**src/rtl/htpa_pkg.sv**
```systemverilog
// rtl/htpa_pkg.sv - shared state encoding and constants for the HTPA MISO receive path
package htpa_pkg;

  // Receive FSM states
  typedef enum logic [1:0] {
    ST_IDLE   = 2'd0,
    ST_SKIP   = 2'd1,
    ST_SHIFT  = 2'd2,
    ST_FINISH = 2'd3
  } htpa_state_e;

  // Header lengths in SCLK samples
  localparam int HDR_CMD_DEF = 8;
  localparam int HDR_EE_DEF  = 24;

  // EEPROM instruction codes
  localparam logic [7:0] EE_READ = 8'd3;
  localparam logic [7:0] EE_WRDI = 8'd4;
  localparam logic [7:0] EE_RDSR = 8'd5;
  localparam logic [7:0] EE_WREN = 8'd6;

  // Matrix reads and RDSR carry only the command byte; EEPROM READ adds a 16-bit address.
  function automatic int hdr_bits(input logic eeprom_cs, input logic [7:0] adr,
                                  input int hdr_cmd, input int hdr_ee);
    if (!eeprom_cs || adr == EE_RDSR) return hdr_cmd;
    return hdr_ee;
  endfunction

endpackage

```
**src/rtl/htpa_miso_rx_if.sv**
```systemverilog
// rtl/htpa_miso_rx_if.sv - transaction, serial and receive-byte signals of the MISO receiver
interface htpa_miso_rx_if #(
  parameter int LEN_W = 12
) ();

  logic             cs_active;
  logic             eeprom_cs;
  logic             rd;
  logic [7:0]       adr;
  logic [LEN_W-1:0] len;
  logic             sclk_rise;
  logic             miso;
  logic [7:0]       rx_data;
  logic             rx_valid;
  logic             rx_last;
  logic             busy;
  logic             done;
  logic             abort;

  // SPI master side: starts transactions, supplies serial samples, consumes bytes
  modport master (
    output cs_active, eeprom_cs, rd, adr, len, sclk_rise, miso,
    input  rx_data, rx_valid, rx_last, busy, done, abort
  );

  // Receiver side
  modport slave (
    input  cs_active, eeprom_cs, rd, adr, len, sclk_rise, miso,
    output rx_data, rx_valid, rx_last, busy, done, abort
  );

endinterface

```
**src/rtl/htpa_shift_in.sv**
```systemverilog
// rtl/htpa_shift_in.sv - 8-bit MSB-first shift register with bit counter and byte-complete strobe
module htpa_shift_in (
  input  logic       clk,
  input  logic       rst_n,
  input  logic       clr,
  input  logic       shift_en,
  input  logic       miso,
  output logic [7:0] byte_data,
  output logic       byte_done
);

  logic [7:0] sr_q, sr_d;
  logic [2:0] bit_cnt_q, bit_cnt_d;

  // byte_done fires on the eighth shift; the full byte sits in byte_data the following cycle
  assign byte_done = shift_en && (bit_cnt_q == 3'd7);
  assign byte_data = sr_q;

  // Shift in at bit 0; clear drops any partial byte
  always_comb begin
    sr_d      = sr_q;
    bit_cnt_d = bit_cnt_q;
    if (clr) begin
      sr_d      = 8'h00;
      bit_cnt_d = 3'd0;
    end else if (shift_en) begin
      sr_d      = {sr_q[6:0], miso};
      bit_cnt_d = bit_cnt_q + 3'd1;
    end
  end

  // Shift register and bit counter state
  always_ff @(posedge clk) begin
    if (!rst_n) begin
      sr_q      <= 8'h00;
      bit_cnt_q <= 3'd0;
    end else begin
      sr_q      <= sr_d;
      bit_cnt_q <= bit_cnt_d;
    end
  end

endmodule

```
**src/rtl/htpa_miso_rx.sv**
```systemverilog
// rtl/htpa_miso_rx.sv - HTPA SPI MISO receiver: header skip, byte assembly, done/abort reporting
module htpa_miso_rx
  import htpa_pkg::*;
#(
  parameter int LEN_W   = 12,
  parameter int HDR_CMD = HDR_CMD_DEF,
  parameter int HDR_EE  = HDR_EE_DEF
) (
  input logic           clk,
  input logic           rst_n,
  htpa_miso_rx_if.slave bus
);

  localparam int HDR_MAX = (HDR_EE > HDR_CMD) ? HDR_EE : HDR_CMD;
  localparam int HDR_W   = $clog2(HDR_MAX + 1);

  htpa_state_e      state_q, state_d;
  logic             cs_q, cs_d;
  logic [HDR_W-1:0] hdr_cnt_q, hdr_cnt_d;
  logic [LEN_W-1:0] byte_cnt_q, byte_cnt_d;
  logic [7:0]       rx_data_q, rx_data_d;
  logic             rx_valid_q, rx_valid_d;
  logic             rx_last_q, rx_last_d;
  logic             abort_q, abort_d;

  logic             cs_rise;
  logic             cs_lost;
  logic             shift_en;
  logic             shift_clr;
  logic             byte_done;
  logic [7:0]       byte_data;

  assign cs_d      = bus.cs_active;
  assign cs_rise   = bus.cs_active && !cs_q;
  assign cs_lost   = !bus.cs_active && (state_q == ST_SKIP || state_q == ST_SHIFT);
  // A sample coinciding with loss of chip select is discarded so abort wins
  assign shift_en  = (state_q == ST_SHIFT) && bus.sclk_rise && bus.cs_active;
  assign shift_clr = (state_q != ST_SHIFT);

  htpa_shift_in u_shift_in (
    .clk       (clk),
    .rst_n     (rst_n),
    .clr       (shift_clr),
    .shift_en  (shift_en),
    .miso      (bus.miso),
    .byte_data (byte_data),
    .byte_done (byte_done)
  );

  // Next state, header/byte counters and receive strobes
  always_comb begin
    state_d    = state_q;
    hdr_cnt_d  = hdr_cnt_q;
    byte_cnt_d = byte_cnt_q;
    rx_data_d  = rx_valid_q ? byte_data : rx_data_q;
    rx_valid_d = 1'b0;
    rx_last_d  = 1'b0;
    abort_d    = 1'b0;
    case (state_q)
      ST_IDLE: begin
        if (cs_rise && bus.rd) begin
          state_d    = ST_SKIP;
          hdr_cnt_d  = HDR_W'(hdr_bits(bus.eeprom_cs, bus.adr, HDR_CMD, HDR_EE));
          byte_cnt_d = bus.len;
        end
      end
      ST_SKIP: begin
        if (cs_lost) begin
          state_d = ST_IDLE;
          abort_d = 1'b1;
        end else if (bus.sclk_rise) begin
          hdr_cnt_d = hdr_cnt_q - HDR_W'(1);
          if (hdr_cnt_q == HDR_W'(1)) begin
            state_d = (byte_cnt_q == '0) ? ST_FINISH : ST_SHIFT;
          end
        end
      end
      ST_SHIFT: begin
        if (cs_lost) begin
          state_d = ST_IDLE;
          abort_d = 1'b1;
        end else if (byte_done) begin
          rx_valid_d = 1'b1;
          byte_cnt_d = byte_cnt_q - LEN_W'(1);
          if (byte_cnt_q == LEN_W'(1)) begin
            rx_last_d = 1'b1;
            state_d   = ST_FINISH;
          end
        end
      end
      ST_FINISH: begin
        state_d = ST_IDLE;
      end
      default: begin
        state_d = ST_IDLE;
      end
    endcase
  end

  // State and output registers; cs_q keeps tracking the line during reset so a
  // chip select still high after reset is not mistaken for a new transaction
  always_ff @(posedge clk) begin
    if (!rst_n) begin
      state_q    <= ST_IDLE;
      cs_q       <= cs_d;
      hdr_cnt_q  <= '0;
      byte_cnt_q <= '0;
      rx_data_q  <= 8'h00;
      rx_valid_q <= 1'b0;
      rx_last_q  <= 1'b0;
      abort_q    <= 1'b0;
    end else begin
      state_q    <= state_d;
      cs_q       <= cs_d;
      hdr_cnt_q  <= hdr_cnt_d;
      byte_cnt_q <= byte_cnt_d;
      rx_data_q  <= rx_data_d;
      rx_valid_q <= rx_valid_d;
      rx_last_q  <= rx_last_d;
      abort_q    <= abort_d;
    end
  end

  // The shift register still holds the completed byte during the rx_valid cycle
  assign bus.rx_data  = rx_valid_q ? byte_data : rx_data_q;
  assign bus.rx_valid = rx_valid_q;
  assign bus.rx_last  = rx_last_q;
  assign bus.busy     = (state_q != ST_IDLE);
  assign bus.done     = (state_q == ST_FINISH);
  assign bus.abort    = abort_q;

endmodule

```
**src/flat_wrapper.sv**
```systemverilog
// flat-port wrapper written by rule: the top's interface ports become plain ports
module htpa_miso_rx_flat import htpa_pkg::*;
#(
  parameter int LEN_W   = 12,
  parameter int HDR_CMD = HDR_CMD_DEF,
  parameter int HDR_EE  = HDR_EE_DEF
)
  (clk, rst_n, bus_cs_active, bus_eeprom_cs, bus_rd, bus_adr, bus_len, bus_sclk_rise, bus_miso, bus_rx_data, bus_rx_valid, bus_rx_last, bus_busy, bus_done, bus_abort);
  htpa_miso_rx_if #(.LEN_W(LEN_W)) bus_i ();
  input logic clk;
  input logic rst_n;
  input wire logic [$bits(bus_i.cs_active)-1:0] bus_cs_active;
  input wire logic [$bits(bus_i.eeprom_cs)-1:0] bus_eeprom_cs;
  input wire logic [$bits(bus_i.rd)-1:0] bus_rd;
  input wire logic [$bits(bus_i.adr)-1:0] bus_adr;
  input wire logic [$bits(bus_i.len)-1:0] bus_len;
  input wire logic [$bits(bus_i.sclk_rise)-1:0] bus_sclk_rise;
  input wire logic [$bits(bus_i.miso)-1:0] bus_miso;
  output wire logic [$bits(bus_i.rx_data)-1:0] bus_rx_data;
  output wire logic [$bits(bus_i.rx_valid)-1:0] bus_rx_valid;
  output wire logic [$bits(bus_i.rx_last)-1:0] bus_rx_last;
  output wire logic [$bits(bus_i.busy)-1:0] bus_busy;
  output wire logic [$bits(bus_i.done)-1:0] bus_done;
  output wire logic [$bits(bus_i.abort)-1:0] bus_abort;
  assign bus_i.cs_active = bus_cs_active;
  assign bus_i.eeprom_cs = bus_eeprom_cs;
  assign bus_i.rd = bus_rd;
  assign bus_i.adr = bus_adr;
  assign bus_i.len = bus_len;
  assign bus_i.sclk_rise = bus_sclk_rise;
  assign bus_i.miso = bus_miso;
  assign bus_rx_data = bus_i.rx_data;
  assign bus_rx_valid = bus_i.rx_valid;
  assign bus_rx_last = bus_i.rx_last;
  assign bus_busy = bus_i.busy;
  assign bus_done = bus_i.done;
  assign bus_abort = bus_i.abort;
  htpa_miso_rx #(.LEN_W(LEN_W), .HDR_CMD(HDR_CMD), .HDR_EE(HDR_EE)) u_core (.clk(clk), .rst_n(rst_n), .bus(bus_i));
endmodule
```
**config.mk**
```make
export PLATFORM = sky130hd
export DESIGN_NAME = htpa_miso_rx_flat
export DESIGN_NICKNAME = d
export VERILOG_FILES = /design/src/rtl/htpa_pkg.sv /design/src/rtl/htpa_miso_rx_if.sv /design/src/rtl/htpa_shift_in.sv /design/src/rtl/htpa_miso_rx.sv /design/src/flat_wrapper.sv
export SDC_FILE = /design/constraint.sdc
export NUM_CORES = 1
export LEC_CHECK = 0
export CAP_MARGIN = 10
export CORE_UTILIZATION = 56
export DETAILED_ROUTE_END_ITERATION = 8
export PLACE_DENSITY = 0.93
export REMOVE_ABC_BUFFERS = 1
export SLEW_MARGIN = 10
export SYNTH_ARGS = -nofsm -noshare
export SYNTH_HDL_FRONTEND = slang
export SYNTH_HIERARCHICAL = 1
export SYNTH_SLANG_ARGS = --single-unit
```
**constraint.sdc**
```tcl
create_clock -name clk -period 5.7 [get_ports clk]
set_input_delay 1.14 -clock clk [delete_from_list [all_inputs] [get_ports clk]]
set_output_delay 1.14 -clock clk [all_outputs]
set_load 0.03 [all_outputs]
```
# [Word level (Yosys, flattened, before mapping)]
# Index checks and enable logic that the tools add are counted.
[op_classes] addsub=3 eq_ne=17 muxes=26 n_bitwise=3 n_reduce_logical=24
[op_table] operator="two-way mux 12 bit" n=3
[op_table] operator="case mux 12 bit (2 select lines)" n=1
[op_table] operator="two-way mux 5 bit" n=4
[op_table] operator="two-way mux 2 bit" n=7
[op_table] operator="== test 12 x 1 -> 1 bit, second input constant" n=1
[op_table] operator="logical NOT 12 bit" n=1
[op_table] operator="subtractor 12 x 1 -> 12 bit, second input constant" n=1
[op_table] operator="case mux 5 bit (2 select lines)" n=1
[op_table] operator="inequality test 3 x 2 -> 1 bit, second input constant" n=3
[op_table] operator="== test 8 x 3 -> 1 bit, second input constant" n=1
[op_table] operator="two-way mux 8 bit" n=1
[op_table] operator="inequality test 2 bit, second input constant" n=4
[op_table] operator="case mux 2 bit (4 select lines)" n=1
[op_table] operator="AND reduction 4 bit" n=2
[op_table] operator="two-way mux 1 bit" n=7
[op_table] operator="logical AND 1 bit" n=6
[op_table] operator="nonzero test 2 bit" n=3
[op_table] operator="== test 5 x 1 -> 1 bit, second input constant" n=1
[op_table] operator="AND reduction 5 bit" n=1
[op_table] operator="subtractor 5 x 1 -> 5 bit, second input constant" n=1
[op_table] operator="== test 2 bit, second input constant" n=2
[op_table] operator="two-way mux 4 bit" n=1
[op_table] operator="inequality test 2 x 1 -> 1 bit, second input constant" n=2
[op_table] operator="OR reduction 2 bit" n=2
[op_table] operator="other kinds (11)" n=16
[word_totals] ff_bits=42 output_inout_bits=13 elab_cells=83

# [Depth between registers and ports, before layout]
# Gate-level depths: netlist of run 1.
[logic_depth] depth_word=8 ltp_mapped=11 ltp_nobuf=7

# [Cells and area by module]
# Netlist of run 1, hierarchy kept.
[by_module_without_submodules] module="htpa_miso_rx" n_inst=1 cells_each=215 area_each_um2=1838.0
[by_module_without_submodules] module="htpa_shift_in" n_inst=1 cells_each=39 area_each_um2=425.4

# [Least setup slack after synthesis of run 1]
# No wires, ideal clock.
[synth_path] path_type="input to register" from="in bus_sclk_rise" to="reg u_core.state_q[1]" setup_time_ns=0.117 t_arrival_ns=2.409 t_required_ns=5.583 slack_ns=3.174 cell_stages=6 cell_sequence="and3_1 > buf_6 > and2_2 > nand4_1 > a221o_1 > a32o_1"
[synth_via] elab_chain_cells=5 word_cells_on_any_way=6
[synth_lines] element="from (decl)" line="flat_wrapper.sv:17" source="input wire logic [$bits(bus_i.sclk_rise)-1:0] bus_sclk_rise;"
[synth_lines] element="logical AND 1 bit (2 in series)" line="htpa_miso_rx.sv:37" source="assign shift_en = (state_q == ST_SHIFT) && bus.sclk_rise && bus.cs_active;"
[synth_lines] element="logical AND 1 bit" line="htpa_shift_in.sv:16" source="assign byte_done = shift_en && (bit_cnt_q == 3'd7);"
[synth_lines] element="via u_core.byte_done" line="htpa_miso_rx.sv:30" source="logic byte_done;"
[synth_lines] element="inequality test 3 x 1 -> 1 bit (no line)"
[synth_lines] element="AND reduction 5 bit (no line)"
[synth_lines] element="to (signal assigned)" line="htpa_miso_rx.sv:113" source="state_q <= state_d;"
[synth_lines] element="to (decl)" line="htpa_miso_rx.sv:17" source="htpa_state_e state_q, state_d;"
# The timed path passes the listed nets, and every way through them passes these cells.
# A chain may end at the register's enable or synchronous reset.

# [Final worst setup path of run 1]
[layout_path] from="in bus_sclk_rise" to="reg u_core.byte_cnt_q[6]"
[layout_via] elab_chain_cells=5
[layout_lines] element="logical AND 1 bit (2 in series)" line="htpa_miso_rx.sv:37"
[layout_lines] element="via u_core.shift_en" line="htpa_miso_rx.sv:28" source="logic shift_en;"
[layout_lines] element="logical AND 1 bit" line="htpa_shift_in.sv:16"
[layout_lines] element="via u_core.byte_done" line="htpa_miso_rx.sv:30"
[layout_lines] element="inequality test 2 x 1 -> 1 bit (no line)"
[layout_lines] element="AND reduction 4 bit (no line)"
[layout_lines] element="to (signal assigned)" line="htpa_miso_rx.sv:116" source="byte_cnt_q <= byte_cnt_d;"
[layout_lines] element="to (decl)" line="htpa_miso_rx.sv:20" source="logic [LEN_W-1:0] byte_cnt_q, byte_cnt_d;"
# The timed path passes the listed nets, and every way through them passes these cells.

==> results.yml, run 1 <==
global_routing:
  grt_pass1_vias: 1867
  antenna_found_initial: 0
  globalRouteOverflowTotal: 0
  grt_busiest_layer: "met2"
  track_usage_pct: 26.6
  grt.met1_usage_pct: 33.9
  grt_use_met3_pct: 4.51
  grt_pass1_wl_um: 8690
  grt_start_max_net_pins: 26
  grtUsageMet2_pct: 43.4
yosys:
  syn_inst: 254
  synth-adder-area-share_pct: 5.53
  synthesis.area_mm2: 0.00226
  synth_top_cell_by_area: "dfxtp_1"
  synth_area_per_cell_um2: 8.91
  ys_ff_latch: 42
  synth_top_family_by_area: "simple AND/OR/NAND/NOR gates"
  yosysUniqueCellTypes: 53
  yosys.area.top_type_share_pct: 37.1
  yosysWarnings: 6
  synth_simple_gate_area_share_pct: 23.2
  async_flop_share_pct: 0
  yosysSeqAreaShare_pct: 37.1
  synth-compound-area-share_pct: 19.2
  synthTopCellsByArea: "dfxtp_1, ha_1, mux2_2"
  synth-edff-count: 0
  synthFlopType: "dfxtp_1"
  synth_xor_area_share_pct: 0.387
  synthMuxAreaShare_pct: 8.90
timing:
  clock.fmax_ghz: 0.292
  worst_pin_slew_ns: 1.08
  slew_violations: 0
  finalSetupViolations: 0
  finalCritPeriodShare_pct: 60.1
  timing_hold_violations_final: 0
  fin_skew_ns: 0.00477
  rsz0062_at_grt: "false"
  fin_crit_ns: 3.42
  maxSlewHeadroom_pct: 27.6
  tns_ns: 0
route:
  first_pass_iters: 4
  postRouteAntennaNets: 0
  vias: 2074
  routed_via_density: 6.23
  drtIter0Drc: 201
  wl_per_cell_um: 15.7
  routed_wl_um: 5230
  drc: 0
clock_tree:
  clkLatencyLatePin_ns: 0.30
  cts_tree: "done"
  root_buffer: "clkbuf_8"
  cts_max_level: 2
  clk_pin_slew_worst_paths_ns: 0.08
  postCtsSetupBuffers: 0
  post_cts_resized: 0
  cts.sinks: 42
  cts_buffers: 5
  cts_buffer_depth: 2
  ctsHoldBuffers: 0
status:
  outcome: "complete, no violations"
setup_path:
  reg2reg_depth: 7
  cp-endpoint: "u_core/byte_cnt_q[6]"
  worstReg2RegEnd: "u_core/byte_cnt_q[6]"
  crit_path_start: "bus_sclk_rise"
  rrSetupSlack_ns: 2.36
  rr_startpoint: "u_core/state_q[0]"
  crit_arrival_ns: 3.64
  worst_setup_path_end_kind: "flip-flop"
  start_kind: "input port"
  cp.required_ns: 5.92
  worst-setup-path-type: "input port to flip-flop"
  cp_max_fo: 12
power_and_ir_drop:
  p_per_area_mw_per_mm2: 369
  p_total_uw: 1010
  leakagePower_uw: 0.000985
  vdd_drop_max_mv: 0.240
floorplanning:
  core_area_mm2: 0.00377
  die_y_um: 65.6
  die-area_mm2: 0.00430
  initial_core_util_pct: 60.0
  row_count: 22
  num_io_pins: 40
  die_w_um: 65.6
final_layout:
  fillCellCount: 277
  area_delta_synth_final_pct: 21.4
  multiInputGateArea_mm2: 0.00129
  layout.area.seq_um2: 841
  layout_common_cells: "dfxtp_1, clkdlybuf4s50_1, nor2_1"
  nets: 321
  drive_gt1_share_pct: 8.42
  n_antenna_cell: 0
  mostFrequentLayoutCell: "dfxtp_1"
min_path:
  hold_class: "flip-flop to flip-flop"
placed_design:
  port_buffers: 39
  hpwlAfterDp_um: 3470
  gp_congestion: 0.872
run:
  cap_viol_max_count: 0
## how the worst min path moves through the flow
stage / startpoint / depth (start not counted) / slack, ns / endpoint
4_1_cts: u_core/hdr_cnt_q[1] / 2 / 0.50 / u_core/hdr_cnt_q[1]
6_report: u_core/hdr_cnt_q[1] / 2 / 0.50 / u_core/hdr_cnt_q[1]
3_5_place_dp: u_core/hdr_cnt_q[4] / 2 / 0.49 / u_core/hdr_cnt_q[4]
2_1_floorplan: u_core/u_shift_in/byte_data[7] / 2 / 0.45 / u_core/u_shift_in/byte_data[7]
5_1_grt: u_core/hdr_cnt_q[1] / 2 / 0.53 / u_core/hdr_cnt_q[1]
3_3_place_gp: u_core/hdr_cnt_q[1] / 2 / 0.47 / u_core/hdr_cnt_q[1]
## cells in the mapped netlist, types with 8 or more instances
cell,instances
clkbuf_1,9
o31ai_1,10
mux2i_1,10
ha_1,10
inv_1,12
mux2_2,9
nor2_1,20
and2_1,10
dfxtp_1,42
a21oi_1,17
a31oi_1,10
nand3_1,8
## area by class of cell
cell class,instances,share of cell area [%]
multi-input cells,183,47.1
flip-flops and latches,42,30.6
repair buffers,40,14.5
clock buffers,6,2.64
well taps,48,2.18
inverters,12,1.64
clock inverters,2,1.37
## state kept, by name (all words and copies together) (netlist names)
| name | count |
|---|---|
| u_core/byte_cnt_q | 12 |
| u_core/bus.rx_valid | 1 |
| u_core/u_shift_in/bit_cnt_q | 3 |
| u_core/rx_data_q | 8 |
| u_core/cs_q | 1 |
| u_core/state_q | 2 |
| u_core/hdr_cnt_q | 5 |
| u_core/bus.abort | 1 |
| u_core/bus.rx_last | 1 |
| u_core/u_shift_in/byte_data | 8 |
## power breakdown
| group | total, µW | switching (µW) | internal, µW |
|---|---|---|---|
| Combinational | 404 | 251 | 153 |
| Clock | 235 | 104 | 131 |
| Sequential | 376 | 45.5 | 331 |
## critical path, cell delays in order
cell             delay [ns]
clkdlybuf4s50_1        0.52
and3_1                 0.64
and2_2                 0.32
a31oi_1                0.37
or3_1                  0.51
a21oi_1                0.14
## metrics by stage
| stage | instances | worst slack, ns | area [µm²] | hold slack [ns] | util (%) |
|---|---|---|---|---|---|
| after global placement | 325 | 2.16 | 2640 | 0.471 | 70.0 |
| after CTS | 333 | 2.36 | 2750 | 0.502 | 72.9 |
| after floorplan | 237 | 2.98 | 2180 | 0.454 | - |
| after detailed placement | 325 | 2.05 | 2640 | 0.486 | 70.0 |
| after global routing | 333 | 2.17 | 2750 | 0.532 | 72.9 |
| final | 333 | 2.28 | 2750 | 0.500 | 72.9 |
## metal layers
metal,vias up,share of wire (%)
met3,10,6.2
li1,993,-
met4,0,1.3
met5,-,0
met2,103,49
met1,968,43
## logic make-up (layout without fill, tap and decap cells)
group / Yosys count / in the layout
buffers and inverters: 29 / 60
AOI/OAI and AO/OA: 64 / 64
DFF: 42 / 42
adders and majority gates: 10 / 10
muxes: 19 / 19
xor gates and xnor gates: 1 / 1
and+or+nand+nor: 89 / 89
Note: power is estimated with default switching activity, not from simulation.
==> run 2, diff against run 1 <==
--- a/config.mk
+++ b/config.mk
@@ -6,9 +6,9 @@
 export NUM_CORES = 1
 export LEC_CHECK = 0
 export CAP_MARGIN = 10
-export CORE_UTILIZATION = 56
+export CORE_UTILIZATION = 52
 export DETAILED_ROUTE_END_ITERATION = 8
-export PLACE_DENSITY = 0.93
+export PLACE_DENSITY = 0.88
 export REMOVE_ABC_BUFFERS = 1
 export SLEW_MARGIN = 10
 export SYNTH_ARGS = -nofsm -noshare
==> constraint.sdc (replaced) <==
create_clock -name clk -period 3.3 [get_ports clk]
set_input_delay 0.66 -clock clk [delete_from_list [all_inputs] [get_ports clk]]
set_output_delay 0.66 -clock clk [all_outputs]
set_load 0.03 [all_outputs]
==> results.yml, run 2 (synthesis gave the netlist of run 1 again) <==
status:
  outcome: "complete, no violations"
final_layout:
  largest_reg_flops: 12
  mostFrequentLayoutCell: "dfxtp_1"
  n_antenna_cell: 0
  finalCoreUtilization_pct: 67.6
  stdcell_count: 339
  largest-register: "u_core/byte_cnt_q"
  area_delta_synth_final_pct: 22.0
  drive_gt1_share_pct: 10.0
  nets: 325
  layout_common_cells: "dfxtp_1, clkdlybuf4s50_1, nor2_1"
floorplanning:
  die-area_mm2: 0.00462
  die_y_um: 68.0
  core_area_mm2: 0.00409
  initial_core_util_pct: 55.4
  num_io_pins: 40
  die_w_um: 68.0
  row_count: 23
placed_design:
  hpwlAfterDp_um: 3510
  dp_slack_ns: 0.851
  gp_congestion: 0.864
  port_buffers: 39
  dp_cells: 331
timing:
  slew_violations: 0
  finalSetupViolations: 0
  setup_slack_ns: 0.775
  tns_ns: 0
  fin_crit_ns: 2.53
  whs_ns: 0.499
  timing_hold_violations_final: 0
  finalCritPeriodShare_pct: 76.5
  fin_skew_ns: 0.00694
  clock.fmax_ghz: 0.396
  rsz0062_at_grt: "false"
  maxSlewHeadroom_pct: 46.7
  worst_pin_slew_ns: 0.797
route:
  drtIter0Drc: 200
  postRouteAntennaNets: 0
  drc: 0
  routed_wl_um: 5220
  routed_via_density: 6.11
  wl_per_cell_um: 15.4
  first_pass_iters: 4
  vias: 2070
power_and_ir_drop:
  leakagePower_uw: 0.000998
  p_per_area_mw_per_mm2: 611
  vdd_drop_max_mv: 0.431
clock_tree:
  cts.sinks: 42
  clk_pin_slew_worst_paths_ns: 0.08
  root_buffer: "clkbuf_8"
  cts_buffers: 5
  post_cts_resized: 0
  cts_buffer_depth: 2
  ctsHoldBuffers: 0
  postCtsSetupBuffers: 0
  clkLatencyLatePin_ns: 0.30
  cts_tree: "done"
  cts_max_level: 2
setup_path:
  worst-setup-path-type: "flip-flop to output pin"
  reg2reg_depth: 7
  rrSetupSlack_ns: 1.01
  cp-endpoint: "bus_busy"
  crit_path_start: "u_core/state_q[1]"
  worstReg2RegEnd: "u_core/state_q[1]"
  crit_arrival_ns: 1.87
  start_kind: "flip-flop"
  worst_setup_path_end_kind: "output pin"
  rr_startpoint: "u_core/state_q[0]"
  cp_max_fo: 8
  cp.required_ns: 2.64
global_routing:
  antenna_found_initial: 0
  globalRouteOverflowTotal: 0
  grt_pass1_vias: 1916
  grt_start_max_net_pins: 23
  track_usage_pct: 24.2
  grt_pass1_wl_um: 8410
min_path:
  hold_class: "flip-flop to flip-flop"
run:
  cap_viol_max_count: 0
## run 2: changes by cell type in the layout (fill, tap and decap cells not counted)
cell       delta
buf_4         +4
bufinv_16     -1
clkbuf_1      -1
clkinv_2      +1
clkinv_4      +1
## run 2: where the power goes
group          leakage, µW  total [µW]  internal [µW]  switching, µW
registers         0.000341         646            571           74.7
logic             0.000613         704            274            431
clock network    0.0000441         336            149            188
## run 2: worst min path at each step
| stage | cells past startpoint | startpoint | slack, ns | end |
|---|---|---|---|---|
| after floorplan | 2 | u_core/u_shift_in/byte_data[7] | 0.45 | u_core/u_shift_in/byte_data[7] |
| after global placement | 2 | u_core/u_shift_in/byte_data[7] | 0.48 | u_core/u_shift_in/byte_data[7] |
| after detailed placement | 2 | u_core/u_shift_in/byte_data[7] | 0.49 | u_core/u_shift_in/byte_data[7] |
| after CTS | 2 | u_core/hdr_cnt_q[1] | 0.51 | u_core/hdr_cnt_q[1] |
| after global routing | 2 | u_core/u_shift_in/byte_data[1] | 0.54 | u_core/u_shift_in/byte_data[2] |
| final | 2 | u_core/hdr_cnt_q[1] | 0.50 | u_core/hdr_cnt_q[1] |
## run 2: layout make-up
class / count / area [µm²]
clock buffers: 5 / 68.8
clock inverters: 3 / 21.3
fillers: 341 / 1330
inverters: 12 / 45.0
multi-input cells: 183 / 1290
flip-flops and latches: 42 / 841
well taps: 50 / 62.6
repair buffers: 44 / 428
## run 2: critical path, stage by stage (launching register included)
cell and delay (ns):
dfxtp_1 0.40, inv_1 0.08, ha_1 0.28, inv_1 0.13
clkdlybuf4s50_1 0.68
## run 2: through the flow
step,area [µm²],total power (µW)
after global placement,2670,1320
final,2760,1690
after floorplan,2180,1130
after global routing,2760,1780
after detailed placement,2670,1340
after CTS,2760,1680
## run 2: per-layer routing
metal | up-vias | GRT usage, % | wire length [µm]
met5 | - | 0 | 0
met4 | 0 | 13.3 | 85
met3 | 11 | 4.83 | 416
met2 | 102 | 39.1 | 2470
met1 | 951 | 29.9 | 2250
li1 | 1006 | - | -
